## config.mk

```make
export PLATFORM = sky130hd
export DESIGN_NAME = pipelined_fetch_stage_flat
export DESIGN_NICKNAME = d
export VERILOG_FILES = /design/src/rtl/pipelined_fetch_stage_if.sv /design/src/rtl/pipelined_fetch_stage.sv /design/src/flat_wrapper.sv
export SDC_FILE = /design/constraint.sdc
export NUM_CORES = 1
export LEC_CHECK = 0
export BUFFER_PORTS_ARGS = -buffer_cell sky130_fd_sc_hd__clkbuf_2
export CORE_MARGIN = 3
export CORE_UTILIZATION = 31
export DETAILED_ROUTE_END_ITERATION = 16
export SETUP_SLACK_MARGIN = 0.02
export SYNTH_ARGS = -nofsm -noshare
export SYNTH_HDL_FRONTEND = slang
export SYNTH_SLANG_ARGS = --single-unit
```

## constraint.sdc

```tcl
create_clock -name clk -period 2.5 [get_ports clk]
set_clock_uncertainty 0.1 [all_clocks]
set_input_delay 0.5 -clock clk [delete_from_list [all_inputs] [get_ports clk]]
set_output_delay 0.5 -clock clk [all_outputs]
set_load 0.01 [all_outputs]
```

## src/rtl/pipelined_fetch_stage_if.sv

```systemverilog
// Memory-fetch and downstream-stream signals of the fetch stage.
// The master side drives the address and offers words; the slave side answers and accepts.
interface pipelined_fetch_stage_if;
    logic [29:0] mem_addr;
    logic [31:0] mem_data;
    logic [31:0] out_data;
    logic        out_valid;
    logic        out_ready;

    modport master (
        output mem_addr,
        input  mem_data,
        output out_data,
        output out_valid,
        input  out_ready
    );

    modport slave (
        input  mem_addr,
        output mem_data,
        input  out_data,
        input  out_valid,
        output out_ready
    );
endinterface

```

## src/rtl/pipelined_fetch_stage.sv

```systemverilog
// Fetches COUNT consecutive words from a combinational memory and streams them
// downstream through a 2-entry FIFO, with a done pulse after the last word leaves.
module pipelined_fetch_stage #(
    parameter logic [29:0] COUNT = 30'd8
) (
    input  logic clk,
    input  logic reset,
    input  logic start,
    output logic busy,
    output logic done,
    pipelined_fetch_stage_if.master bus
);
    typedef enum logic [1:0] {IDLE, FETCH, DRAIN} state_t;

    localparam logic [29:0] LAST_IDX = COUNT - 30'd1;

    state_t      state_q, state_d;
    logic [29:0] idx_q, idx_d;
    logic [31:0] fifo_q [2];
    logic [31:0] fifo_d [2];
    logic        rd_q, rd_d;
    logic        wr_q, wr_d;
    logic [1:0]  occ_q, occ_d;
    logic        done_q, done_d;
    logic        pop;
    logic        issue;

    assign pop   = (occ_q != 2'd0) && bus.out_ready;
    // A full FIFO may still accept a word when its head leaves in the same cycle.
    assign issue = (state_q == FETCH) && ((occ_q != 2'd2) || pop);

    always_comb begin
        state_d = state_q;
        idx_d   = idx_q;
        fifo_d  = fifo_q;
        rd_d    = rd_q;
        wr_d    = wr_q;
        occ_d   = occ_q;
        done_d  = 1'b0;

        if (issue) begin
            fifo_d[wr_q] = bus.mem_data;
            wr_d         = ~wr_q;
            idx_d        = idx_q + 30'd1;
        end
        if (pop) begin
            rd_d = ~rd_q;
        end
        case ({issue, pop})
            2'b10:   occ_d = occ_q + 2'd1;
            2'b01:   occ_d = occ_q - 2'd1;
            default: occ_d = occ_q;
        endcase

        case (state_q)
            IDLE: begin
                if (start) begin
                    if (COUNT == 30'd0) begin
                        done_d = 1'b1;
                    end else begin
                        state_d = FETCH;
                        idx_d   = 30'd0;
                    end
                end
            end
            FETCH: begin
                if (issue && (idx_q == LAST_IDX)) begin
                    state_d = DRAIN;
                end
            end
            DRAIN: begin
                if (pop && (occ_q == 2'd1)) begin
                    state_d = IDLE;
                    done_d  = 1'b1;
                end
            end
            default: state_d = IDLE;
        endcase
    end

    always_ff @(posedge clk or negedge reset) begin
        if (!reset) begin
            state_q <= IDLE;
            idx_q   <= 30'd0;
            rd_q    <= 1'b0;
            wr_q    <= 1'b0;
            occ_q   <= 2'd0;
            done_q  <= 1'b0;
        end else begin
            state_q <= state_d;
            idx_q   <= idx_d;
            rd_q    <= rd_d;
            wr_q    <= wr_d;
            occ_q   <= occ_d;
            done_q  <= done_d;
        end
    end

    for (genvar gi = 0; gi < 2; gi++) begin : g_fifo
        always_ff @(posedge clk or negedge reset) begin
            if (!reset) begin
                fifo_q[gi] <= 32'd0;
            end else begin
                fifo_q[gi] <= fifo_d[gi];
            end
        end
    end

    assign bus.mem_addr  = idx_q;
    assign bus.out_data  = fifo_q[rd_q];
    assign bus.out_valid = (occ_q != 2'd0);
    assign busy          = (state_q != IDLE);
    assign done          = done_q;
endmodule

```

## src/flat_wrapper.sv

```systemverilog
// flat-port wrapper written by rule: the top's interface ports become plain ports
module pipelined_fetch_stage_flat 
#(
    parameter logic [29:0] COUNT = 30'd8
)
  (clk, reset, start, busy, done, bus_mem_addr, bus_mem_data, bus_out_data, bus_out_valid, bus_out_ready);
  pipelined_fetch_stage_if bus_i ();
  input  logic clk;
  input  logic reset;
  input  logic start;
  output logic busy;
  output logic done;
  output wire logic [$bits(bus_i.mem_addr)-1:0] bus_mem_addr;
  input wire logic [$bits(bus_i.mem_data)-1:0] bus_mem_data;
  output wire logic [$bits(bus_i.out_data)-1:0] bus_out_data;
  output wire logic [$bits(bus_i.out_valid)-1:0] bus_out_valid;
  input wire logic [$bits(bus_i.out_ready)-1:0] bus_out_ready;
  assign bus_mem_addr = bus_i.mem_addr;
  assign bus_i.mem_data = bus_mem_data;
  assign bus_out_data = bus_i.out_data;
  assign bus_out_valid = bus_i.out_valid;
  assign bus_i.out_ready = bus_out_ready;
  pipelined_fetch_stage #(.COUNT(COUNT)) u_core (.clk(clk), .reset(reset), .start(start), .busy(busy), .done(done), .bus(bus_i));
endmodule
```

==> results.md, run 1 <==
- The run finished with clean final reports.
- The area added between synthesis and finish is 23.86%.
- For hold timing, the worst endpoint is u_core.fifo_q[23].
- For flop-to-flop paths, the worst setup slack is 0.22 ns.
- By area the synthesized netlist is led by sky130_fd_sc_hd__dfrtp_1, sky130_fd_sc_hd__mux2_1, sky130_fd_sc_hd__mux2_2.
- Setup repair after global routing left no endpoint under its margin.
- The fraction of post-synthesis cell area in the top cell type by area is between 50 and 60%.
- The count of nets left with antenna violations after detail routing is 0.
- The first global-routing pass estimated between 15 and 20 mm of wire.
- The critical path is of the reg -> reg type.
- The CTS tree is yes.
- The HPWL after detailed placement is approximately 7.3 mm.
- The sum of overflow across all layers after global routing is 0.
- The hold violation count in the final report was 0.
- The final worst slack is approximately 0.22 ns.
- Dividing total power by cell area gives a power density of 1226 nW/µm².
- The tree is rooted in a sky130_fd_sc_hd__clkbuf_16.
- The cell area reported after detailed placement is 5478 µm².
- The proportion of synthesized flip-flops having asynchronous set or reset is 100.0%.
- In this run the worst path has a maximum fanout of 7.
- In this run, synthesis inferred 0 flip-flops with an integrated enable.
- The clock tree buffer depth is 2.
- Measured in cells, the most critical reg-to-reg path has a length of 7.
- The total leakage power is approximately 2.7 nW.
- The fraction of final layout cells with drive strength greater than 1 is between 30% and 40%.
- The area of the core region is approximately 15000 µm².
- The tree built by TritonCTS fans out to 101 sinks.
- The number of setup buffers added after CTS is 0.
- The first TritonRoute pass finished after 4 iterations.
- In this run, the clock network consumes ~21% of the power.
- The normalized max-slew margin is around 66%.
- The post-synthesis register bit count is between 100 and 150.
- The clock slew at the register clock pins of the worst setup and hold paths is 0.07 ns.
- By area, the combinational part of the netlist is dominated by multiplexers.
- For the pin with the worst max-slew slack, the measured transition is between 0.5 and 0.6 ns.
- The per-cell routed wire length is 15.57 µm.
- The sequential area share after synthesis is 53.91%.
- After Yosys synthesis, full adders, half adders and majority gates account for between 1 and 1.5% of the synthesized area.
- The number of placed instances, taps included, is around 650.
- The type of destination of the critical path is a flip-flop.
- The startpoint kind of the worst setup timing path is a flip-flop.
- For this run, design rule violations remaining after detail routing come to 0.
- The cell depth of the worst min-delay path is 2.
- At the worst endpoint, the required time is 2.64 ns.
- Counting distinct cell types in the post-synthesis netlist gives 36.
- Data arrives at the worst endpoint at between 2 and 2.5 ns.
- The leading register cell type out of synthesis is sky130_fd_sc_hd__dfrtp_1.
- The die is about 130 µm tall.
- The global router's overall resource usage is around 13%.
- The detailed-route vias per instance is approximately 4.8.
- In this run, flip-flops and latches consume between 30% and 40% of the power.
- The area fraction in compound gates after synthesis is ~2%.
- The weighted congestion at the end of routability-driven global placement is around 0.84.
- The destination of the worst register-to-register timing path is u_core.bus.mem_addr[29].
- In the post-synthesis netlist, the cell with the most instances is sky130_fd_sc_hd__dfrtp_1.
- For this configuration, the core starts out at a cell density of 32.01%.
- The logic gate share of total power is between 40% and 50%.
- 0 antenna diodes ended up in the layout.
- The worst hold path begins at bus_mem_data[23].
- The synthesized cell area is about 4700 µm².
- The minimum hold slack is roughly 0.28 ns.
- The setup TNS is 0 ns.
- The clock buffer count from CTS is 9.
- Synthesis produced 372 cells.
- During I/O placement, the number of pins put on the boundary was 101.
- Of the total power, the share spent switching nets is roughly a third.
- The H-tree generated during clock tree synthesis spans 3 levels.
- The number of nets in the final layout is ~520.
- The first-iteration detailed-routing DRC count is about 150.
- The number of antenna violations at the first check in global routing is 0.
- The number of global-route vias before repair is 3402.
- The layout filler cell count is approximately 1400.
- The xor-xnor portion of the synthesized cell area is between 5 and 6%.
- The largest net degree at the start of global routing is 51.
- Summed over all nets, the switching power comes to roughly 0.0024 W.
- The final max-slew violation count is 0.
- The mean instance size in the synthesized netlist is about 13 µm².
- The net count after synthesis is roughly 410.
- Across the run, the number of max-cap violations was 0.
- The number of standard-cell rows in the floorplan is 44.
- The area fraction in and, or, nand and nor cells after synthesis is a little under an eighth.
- Setup violations remaining at the end of the flow were counted as 0.
- The type of the worst min-delay path is in -> reg.
- The internal power contribution is 0.004676 W.
- The routed design could run at a clock period as short as between 2 and 2.5 ns.
- The clock reaches the later pin of the worst-skew pair after ~0.35 ns.
- After detailed routing, the total wire length is 10.43 mm.
- After synthesis, the share of cell area in mux cells is approximately a quarter.
- After the flow finishes, the layout carries non-filler instances totaling 670.
- The share of the cycle needed by the critical path after routing is between 90 and 100%.
- The final design area excluding fillers is a little under 6000 µm².
- The startpoint of the worst-slack reg-to-reg timing path is u_core.occ_q[0].
- The count of buffers inserted at the top-level ports is 100.
- The via total after detailed routing is around 3200.
- During synthesis, Yosys emitted a total of 0 warnings.
- The worst setup slack after placement is approximately 0.18 ns.
- The die covers between 15000 and 20000 µm².
- The peak supply drop is a little under 400 µV.
- From left edge to right edge, the die measures between 100 and 150 µm.
- The synthesized design spends more area on one cell type than any other, namely sky130_fd_sc_hd__dfrtp_1.
- Static timing analysis puts the maximum clock frequency at about 0.44 GHz.
- Counting instances in the post-synthesis netlist gives the leading cell types as sky130_fd_sc_hd__dfrtp_1, sky130_fd_sc_hd__mux2_1, sky130_fd_sc_hd__mux2_2.
## through the flow
stage | utilization [%] | total power, W
2_1_floorplan | - | 0.004656
3_3_place_gp | 37.41 | 0.005650
3_5_place_dp | 37.41 | 0.005773
4_1_cts | 39.65 | 0.007277
5_1_grt | 39.65 | 0.007641
6_report | 39.65 | 0.007117
## final cells by class
| class | instances | area (µm²) | area share [%] |
|---|---|---|---|
| well taps | 184 | 230.2 | 3.965 |
| clock inverters | 4 | 52.55 | 0.9050 |
| repair buffers | 114 | 648.1 | 11.16 |
| flip-flops and latches | 101 | 2527 | 43.53 |
| clock buffers | 12 | 266.5 | 4.590 |
| multi-input cells | 245 | 2044 | 35.21 |
| inverters | 10 | 37.54 | 0.6464 |
## registers in the layout, summed over array words and instances, names as in the netlist
register	cells
u_core.bus.mem_addr	30
u_core.done	1
u_core.fifo_q	64
u_core.occ_q	2
u_core.rd_q	1
u_core.state_q	2
u_core.wr_q	1
## cells in the final DEF, fill, tap and decap left out, drive strengths merged, types with 2 or more instances in the layout
cell    Yosys  routed
xnor2      10      10
mux2       97      97
nand3      14      14
a21oi       6       6
ha          5       5
buf         8      14
xor2       18      18
and2        2       2
nand2      12      12
or3         4       4
clkinv      0       2
clkbuf      8     111
nor3        5       5
and3        6       6
o21ai       5       5
dfrtp     101     101
nor4        8       8
inv        10      11
nor2       30      30
nand4      15      15
nand2b      2       2
## worst max-delay path: stages, from the launching register on
cell and delay, ns:
sky130_fd_sc_hd__dfrtp_1 0.38, sky130_fd_sc_hd__inv_1 0.08, sky130_fd_sc_hd__ha_1 0.21, sky130_fd_sc_hd__nand2b_1 0.24
sky130_fd_sc_hd__a211oi_4 0.47, sky130_fd_sc_hd__and3_1 0.26, sky130_fd_sc_hd__nand3_1 0.12, sky130_fd_sc_hd__mux2_4 0.31
## power groups by stage
stage / Combinational [W] / Clock [W] / Sequential [W]
2_1_floorplan: 0.00213 / 0 / 0.00253
3_3_place_gp: 0.00307 / 0 / 0.00258
3_5_place_dp: 0.00314 / 0 / 0.00263
4_1_cts: 0.00316 / 0.00152 / 0.00260
5_1_grt: 0.00337 / 0.00160 / 0.00267
6_report: 0.00304 / 0.00148 / 0.00260
## worst max path at each step
stage,start,to,slack [ns],cells after the start
CTS,u_core.occ_q[0],u_core.fifo_q[57],0.17,8
detailed placement,u_core.occ_q[0],u_core.bus.mem_addr[29],0.18,7
floorplan,u_core.occ_q[0],u_core.fifo_q[33],0.33,8
finish,u_core.occ_q[0],u_core.bus.mem_addr[29],0.22,7
global route,u_core.occ_q[0],u_core.bus.mem_addr[23],0.03,7
global placement,u_core.occ_q[0],u_core.bus.mem_addr[29],0.24,7
## routing by layer
| layer | vias up | track usage [%] | share of wire, % |
|---|---|---|---|
| met1 | 1623 | 15.88 | 44 |
| met2 | 88 | 21.77 | 49 |
| li1 | 1524 | - | - |
| met3 | 11 | 3.778 | 6.0 |
| met5 | - | 0 | 0 |
| met4 | 0 | 4.138 | 1.3 |
## logic make-up (layout without fill, tap and decap cells)
group,Yosys count,in the layout
xor+xnor,28,28
simple gates,101,101
flops,101,101
fa+ha+maj,5,5
buf+inv,26,140
compound gates,14,14
mux,97,97
## repair_timing
action	in CTS	in global routing
endpoints found under the setup margin	0	3
hold endpoints to repair	24	0
gates resized for setup	0	0
hold buffers	1	0
Power figures use the tool's default switching activity.
==> run 2, diff against run 1 <==
--- a/config.mk
+++ b/config.mk
@@ -8,6 +8,7 @@
 export BUFFER_PORTS_ARGS = -buffer_cell sky130_fd_sc_hd__clkbuf_2
 export CORE_MARGIN = 3
 export CORE_UTILIZATION = 31
+export CTS_BUF_LIST = sky130_fd_sc_hd__clkbuf_2 sky130_fd_sc_hd__clkbuf_4 sky130_fd_sc_hd__clkbuf_8
 export DETAILED_ROUTE_END_ITERATION = 16
 export SETUP_SLACK_MARGIN = 0.02
 export SYNTH_ARGS = -nofsm -noshare
==> run 2 against run 1 <==
Cell count did not move; combinational power barely moved; first-iteration DRC count rose by 5.4%; fmax barely moved; core utilization fell by 0.69 points; power fell by 5.0%; non-clock buffer count did not move; largest cell class unchanged.
==> results.md, run 2 (synthesis results as in run 1) <==
- The library cell used as clock root buffer is sky130_fd_sc_hd__clkbuf_8 (was sky130_fd_sc_hd__clkbuf_16).
- The leading cell type in the layout, fill and taps excluded is sky130_fd_sc_hd__dfrtp_1 (unchanged).
- The power per standard cell area is 1185 nW/µm² (was 1226 nW/µm²).
- The full die area is 16630 µm² (unchanged).
- The area of the core region was 14640 µm² (unchanged).
- The weighted congestion at the end of routability-driven global placement was 0.8401 (unchanged).
- The number of antenna violations at the first check in global routing was 0 (unchanged).
- The number of placed instances with taps included was 653 (unchanged).
- The register with the most flip-flops was u_core.fifo_q (unchanged).
- The normalized max-slew margin is 65.76% (was 65.83%).
- The remaining design rule violation count is 0 (unchanged).
- The maximum cell stage delay along the critical path is 0.39 ns (was 0.47 ns).
- The hold violation count in the final report is 0 (unchanged).
- The via total after detailed routing is 3237 (was 3246).
- The share of the cycle needed by the critical path after routing is 91.09% (was 91.08%).
- The clock tree buffer depth came to 2 (unchanged).
- The type of destination of the critical path is a flip-flop (unchanged).
- The HPWL after detailed placement was 7.325 mm (unchanged).
- The internal power contribution is 0.004360 W (was 0.004676 W).
- Ordered list of cells on the worst path: inv_1 -> ha_1 -> nand2b_1 -> a21oi_2 -> inv_2 -> nor2_4 -> buf_12 -> mux2_1 (was inv_1 -> ha_1 -> nand2b_1 -> a211oi_4 -> and3_1 -> nand3_1 -> mux2_4).
- The worst setup path category is reg -> reg (unchanged).
- The total iterations of the first detailed-routing run is 4 (unchanged).
- Unrepaired setup endpoints after global routing: false (unchanged).
- The number of global-route vias before repair is 3400 (was 3402).
- The number of flip-flops in the largest register is 64 (unchanged).
- The startpoint of the worst-slack reg-to-reg timing path is u_core.occ_q[0] (unchanged).
- The floorplan die width is 129.0 µm (unchanged).
- The first-iteration detailed-routing DRC count is 155 (was 147).
- The power spent charging and discharging nets came to 0.002402 W (was 0.002440 W).
- The type of the worst min-delay path is in -> reg (unchanged).
- The maximum frequency from static timing analysis is 0.4391 GHz (was 0.4392 GHz).
- The clock network fraction of design power is 16.6% (was 20.7%).
- The detailed-route vias per instance is 4.831 (was 4.845).
- The number of setup buffers added after CTS is 0 (unchanged).
- The area added between synthesis and finish came to 21.70% (was 23.86%).
- The layout filler cell count is 1445 (was 1434).
- The clock buffer count from CTS is 9 (unchanged).
- The largest net degree at the start of global routing is 51 (unchanged).
- The final worst slack was 0.2227 ns (was 0.2230 ns).
- The hold path startpoint is bus_mem_data[23] (unchanged).
- The cell with the biggest individual delay on the critical path is sky130_fd_sc_hd__dfrtp_1 (was sky130_fd_sc_hd__a211oi_4).
- The count of buffers inserted at the top-level ports is 100 (unchanged).
- The actual transition at the worst max-transition pin is 0.5097 ns (was 0.5087 ns).
- The logic gate share of total power is 45.0% (was 42.8%).
- The initial core utilization came to 32.01% (unchanged).
- The worst setup slack after placement is 0.1798 ns (unchanged).
- The global router's overall resource usage came to 12.87% (was 12.89%).
- The first-pass GRT wire length was 16.91 mm (was 16.94 mm).
- The source-to-sink clock delay at the later pin of the worst-skew pair is 0.38 ns (was 0.35 ns).
- The per-cell routed wire length is 15.57 µm (about the same).
- The switching share of power is 35.53% (was 34.29%).
- The final critical-path required period is 2.277 ns (about the same).
- The height of the die was 129.0 µm (unchanged).
- The number of standard-cell rows in the floorplan is 44 (unchanged).
- The final max-slew violation count is 0 (unchanged).
- The number of violations of the max-capacitance limit is 0 (unchanged).
- The clock sink count is 101 (unchanged).
- The number of antenna cells inserted is 0 (unchanged).
- Result of the run: finished clean (unchanged).
- The clock slew at the register clock pins of the worst setup and hold paths is 0.10 ns (was 0.07 ns).
- The final-report setup violation count is 0 (unchanged).
- The peak supply drop came to 382.2 µV (was 384.5 µV).
- The minimum hold slack is 0.2538 ns (was 0.2826 ns).
- The total wire length after detailed routing was 10.44 mm (was 10.43 mm).
- The setup TNS came to 0 ns (unchanged).
- The final standard cell count with taps included and fillers excluded is 670 (unchanged).
- The CTS tree is yes (unchanged).
- The fraction of final layout cells with drive strength greater than 1 is 35.60% (unchanged).
- The sum of overflow across all layers after global routing was 0 (unchanged).
- The number of ports placed on the die boundary is 101 (unchanged).
- The count of nets left with antenna violations after detail routing came to 0 (unchanged).
- The startpoint kind of the worst setup timing path is a flip-flop (unchanged).
- The level count of the clock H-tree is 3 (unchanged).
- The arrival time at the worst endpoint was 2.44 ns (was 2.42 ns).
- Most frequent cells in the layout: sky130_fd_sc_hd__dfrtp_1, sky130_fd_sc_hd__clkbuf_2, sky130_fd_sc_hd__mux2_1 (unchanged).
- The total leakage power is 2.653 nW (was 2.699 nW).
- The start point of the critical path is u_core.occ_q[0] (unchanged).
- The number of nets in the final layout is 522 (unchanged).
- The sequential share of power is 38.4% (was 36.5%).
- The maximum fanout encountered on the critical timing path was 29 (was 7).
- The required arrival time at the worst endpoint was 2.66 ns (was 2.64 ns).
## run 2: cell types whose count changed in the layout (fill, tap and decap cells not counted)
cell	previous run	this run
sky130_fd_sc_hd__clkbuf_16	9	0
sky130_fd_sc_hd__clkbuf_8	3	12
## run 2: worst paths after layout
check                      slack [ns]           endpoint  cells after the start
setup / recovery                 0.22  u_core.fifo_q[51]                      8
hold / removal                   0.25  u_core.fifo_q[23]                      2
setup reg to reg                 0.22  u_core.fifo_q[51]                      8
hold reg to reg                  0.39        u_core.done                      1
max in group asynchronous        1.13  u_core.fifo_q[47]                      3
min in group asynchronous        0.47  u_core.fifo_q[36]                      2
## run 2: repair_timing
action	in CTS	in global routing
resized for setup	0	0
endpoints found under the setup margin	0	3
hold buffers	1	0
hold endpoints to repair	24	0
## run 2: layout make-up
type                       count  area [µm²]  share of cell area [%]
multi-input combinational    245        2044                   35.83
tap                          184       230.2                   4.035
timing repair buffer         114       648.1                   11.36
clock buffer                  12       165.2                   2.895
sequential                   101        2527                   44.30
inverter                      10       37.54                  0.6579
clock inverter                 4       52.55                  0.9211
## run 2: power groups by stage
| stage | Clock, W | Sequential [W] | Combinational [W] |
|---|---|---|---|
| 6_report | 0.00112 | 0.00260 | 0.00304 |
| 5_1_grt | 0.00125 | 0.00266 | 0.00337 |
| 4_1_cts | 0.00117 | 0.00259 | 0.00316 |
| 3_5_place_dp | 0 | 0.00263 | 0.00314 |
| 3_3_place_gp | 0 | 0.00258 | 0.00307 |
| 2_1_floorplan | 0 | 0.00253 | 0.00213 |
## run 2: stage by stage
step	util, %	power (W)	cell area, µm²
after floorplan	-	0.004656	4688
after global placement	37.41	0.005650	5478
after detailed placement	37.41	0.005773	5478
after CTS	38.96	0.006922	5705
after global routing	38.96	0.007282	5705
final	38.96	0.006762	5705
## run 2: critical path, delay by kind of cell (launching register included)
kind,cells,cell delay (ns)
compound gates,1,0.29
simple gates,2,0.38
buf+inv,3,0.42
flops,1,0.39
mux,1,0.35
fa+ha+maj,1,0.21
## run 2: layer usage
| layer | part of all wire, % | GRT usage (%) |
|---|---|---|
| met1 | 45 | 15.93 |
| met2 | 49 | 21.71 |
| met3 | 5.2 | 4.276 |
| met4 | 0.88 | 3.212 |
| met5 | 0 | 0 |
==> run 3, diff against run 2 <==
--- a/config.mk
+++ b/config.mk
@@ -6,10 +6,14 @@
 export NUM_CORES = 1
 export LEC_CHECK = 0
 export BUFFER_PORTS_ARGS = -buffer_cell sky130_fd_sc_hd__clkbuf_2
+export CELL_PAD_IN_SITES_DETAIL_PLACEMENT = 0
+export CELL_PAD_IN_SITES_GLOBAL_PLACEMENT = 2
 export CORE_MARGIN = 3
 export CORE_UTILIZATION = 31
 export CTS_BUF_LIST = sky130_fd_sc_hd__clkbuf_2 sky130_fd_sc_hd__clkbuf_4 sky130_fd_sc_hd__clkbuf_8
 export DETAILED_ROUTE_END_ITERATION = 16
+export GPL_ROUTABILITY_DRIVEN = 0
+export PLACE_DENSITY_LB_ADDON = 0.1
 export SETUP_SLACK_MARGIN = 0.02
 export SYNTH_ARGS = -nofsm -noshare
 export SYNTH_HDL_FRONTEND = slang
==> run 3 against run 2 <==
First-iteration DRC count decreased by 39%; global-route usage rose by 1.2 points; sequential share of layout area down 0.097 points; register-to-register slack improved by 0.06 ns; via count down 0.80%; fmax increased by 2.9%; die area did not move; critical endpoint is now u_core.fifo_q[55]; largest power group unchanged; highest routed layer unchanged.
==> results.md, run 3 (synthesis results as in run 1) <==
- The largest net degree at the start of global routing is 43 (was 51).
- The total area of sequential cells came to 2527 µm² (unchanged).
- The CTS tree is yes (unchanged).
- The final worst slack is 0.2871 ns (was 0.2227 ns).
- The final-report setup violation count is 0 (unchanged).
- Ordered list of cells on the worst path: inv_1 -> ha_1 -> nand2b_1 -> a21oi_2 -> inv_2 -> nor2_4 -> buf_4 -> mux2_1 (was inv_1 -> ha_1 -> nand2b_1 -> a21oi_2 -> inv_2 -> nor2_4 -> buf_12 -> mux2_1).
- The startpoint kind of the worst setup timing path was a flip-flop (unchanged).
- The count of buffers inserted at the top-level ports was 100 (unchanged).
- The number of ports placed on the die boundary is 101 (unchanged).
- The final critical-path required period is 2.213 ns (was 2.277 ns).
- The setup TNS is 0 ns (unchanged).
- The required arrival time at the worst endpoint is 2.66 ns (about the same).
- The maximum fanout encountered on the critical timing path is 15 (was 29).
- The clock sink count is 101 (unchanged).
- The cell with the biggest individual delay on the critical path is sky130_fd_sc_hd__dfrtp_1 (unchanged).
- The global router's overall resource usage is 14.05% (was 12.87%).
- Result of the run: finished clean (unchanged).
- The final max-slew violation count is 0 (unchanged).
- The number of standard-cell rows in the floorplan was 44 (unchanged).
- Most frequent cells in the layout: sky130_fd_sc_hd__dfrtp_1, sky130_fd_sc_hd__clkbuf_2, sky130_fd_sc_hd__mux2_1 (unchanged).
- The number of setup buffers added after CTS came to 0 (unchanged).
- The number of antenna violations at the first check in global routing came to 0 (unchanged).
- The first-pass GRT wire length was 18.08 mm (was 16.91 mm).
- The clock slew at the register clock pins of the worst setup and hold paths is 0.10 ns (about the same).
- The full die area is 16630 µm² (unchanged).
- The clock tree buffer depth came to 2 (unchanged).
- The number of nets in the final layout is 525 (was 522).
- The leading cell type in the layout, fill and taps excluded is sky130_fd_sc_hd__dfrtp_1 (unchanged).
- The source-to-sink clock delay at the later pin of the worst-skew pair is 0.37 ns (was 0.38 ns).
- The power per standard cell area is 1184 nW/µm² (was 1185 nW/µm²).
- The minimum hold slack is 0.2496 ns (was 0.2538 ns).
- The arrival time at the worst endpoint is 2.37 ns (was 2.44 ns).
- The number of violations of the max-capacitance limit is 0 (unchanged).
- The layout filler cell count was 1442 (was 1445).
- The share of the cycle needed by the critical path after routing came to 88.51% (was 91.09%).
- Unrepaired setup endpoints after global routing: false (unchanged).
- The number of global-route vias before repair came to 3356 (was 3400).
- The worst setup path category is reg -> reg (unchanged).
- The count of nets left with antenna violations after detail routing is 0 (unchanged).
- The area occupied by multi-input gates is 2047 µm² (was 2044 µm²).
- The level count of the clock H-tree is 3 (unchanged).
- The normalized max-slew margin is 64.24% (was 65.76%).
- The floorplan die width came to 129.0 µm (unchanged).
- The number of flip-flops in the largest register came to 64 (unchanged).
- The hold violation count in the final report came to 0 (unchanged).
- The number of antenna cells inserted is 0 (unchanged).
- The clock buffer count from CTS is 9 (unchanged).
- The first-iteration detailed-routing DRC count is 94 (was 155).
- The register with the most flip-flops is u_core.fifo_q (unchanged).
- The area of the core region is 14640 µm² (unchanged).
- The maximum frequency from static timing analysis is 0.4519 GHz (was 0.4391 GHz).
- The area added between synthesis and finish is 21.96% (was 21.70%).
- The remaining design rule violation count came to 0 (unchanged).
- The worst setup slack after placement is 0.2651 ns (was 0.1798 ns).
- The actual transition at the worst max-transition pin is 0.5358 ns (was 0.5097 ns).
- The sum of overflow across all layers after global routing is 0 (unchanged).
- The detailed-route vias per instance is 4.771 (was 4.831).
- The library cell used as clock root buffer is sky130_fd_sc_hd__clkbuf_8 (unchanged).
- The initial core utilization was 32.01% (unchanged).
- The fraction of final layout cells with drive strength greater than 1 is 36.20% (was 35.60%).
- The type of destination of the critical path was a flip-flop (unchanged).
- The per-cell routed wire length was 16.68 µm (was 15.57 µm).
- The maximum cell stage delay along the critical path is 0.39 ns (about the same).
- The type of the worst min-delay path is in -> reg (unchanged).
- The height of the die came to 129.0 µm (unchanged).
- The total wire length after detailed routing is 11.23 mm (was 10.44 mm).
- The total leakage power came to 2.658 nW (was 2.653 nW).
- The via total after detailed routing was 3211 (was 3237).
- The HPWL after detailed placement was 7.963 mm (was 7.325 mm).
- The total iterations of the first detailed-routing run was 4 (unchanged).
- The peak supply drop came to 491.9 µV (was 382.2 µV).
run 3: cell count changes in the layout (fill, tap and decap cells not counted), sizes merged:
| cell | previous run | this run |
|---|---|---|
| inv | 11 | 10 |
| buf | 14 | 17 |
| clkinv | 2 | 3 |
| clkbuf | 111 | 110 |
| clkinvlp | 0 | 1 |
run 3: worst max-delay path: cells and delay by family, from the launching register on:
kind                       cells  cell delay [ns]
buffers and inverters          3             0.46
DFF                            1             0.39
and+or+nand+nor                2             0.36
muxes                          1             0.36
AOI/OAI and AO/OA              1             0.23
adders and majority gates      1             0.20
run 3: what timing repair did:
item | in CTS | in global routing
endpoints found under the hold margin | 19 | 0
hold buffers | 1 | 0
resized for setup | 0 | 0
run 3: cell type report:
cell class / count / share of cell area (%)
inverter: 10 / 0.6565
clock buffer: 11 / 2.538
timing repair buffer: 117 / 11.73
clock inverter: 5 / 1.050
multi-input combinational: 245 / 35.80
sequential: 101 / 44.20
tap: 184 / 4.026
run 3: power breakdown:
group	internal (W)	total, W	switching [W]
Clock	0.000504	0.00109	0.000588
Combinational	0.00155	0.00310	0.00155
Sequential	0.00227	0.00257	0.000308
run 3: routing by layer:
| metal | track usage, % | share of wire, % |
|---|---|---|
| met1 | 18.33 | 47 |
| met2 | 22.56 | 47 |
| met3 | 3.861 | 4.8 |
| met4 | 4.818 | 1.4 |
| met5 | 0 | 0 |
run 3: metrics by stage:
stage | cell area (µm²) | total power (W) | cells | utilization [%]
2_1_floorplan | 4688 | 0.004656 | 372 | -
3_3_place_gp | 5503 | 0.005702 | 656 | 37.58
3_5_place_dp | 5503 | 0.005787 | 656 | 37.58
4_1_cts | 5718 | 0.006912 | 673 | 39.05
5_1_grt | 5718 | 0.007273 | 673 | 39.05
6_report | 5718 | 0.006768 | 673 | 39.05
run 3: final timing paths:
kind	slack (ns)	cells past startpoint	start	to
min in group asynchronous	0.45	2	reset	u_core.fifo_q[46]
worst max-delay path	0.29	8	u_core.occ_q[0]	u_core.fifo_q[55]
worst max register to register	0.29	8	u_core.occ_q[0]	u_core.fifo_q[55]
max in group asynchronous	1.25	3	reset	u_core.bus.mem_addr[18]
worst min register to register	0.39	1	u_core.fifo_q[6]	u_core.fifo_q[6]
worst min-delay path	0.25	2	bus_mem_data[3]	u_core.fifo_q[35]
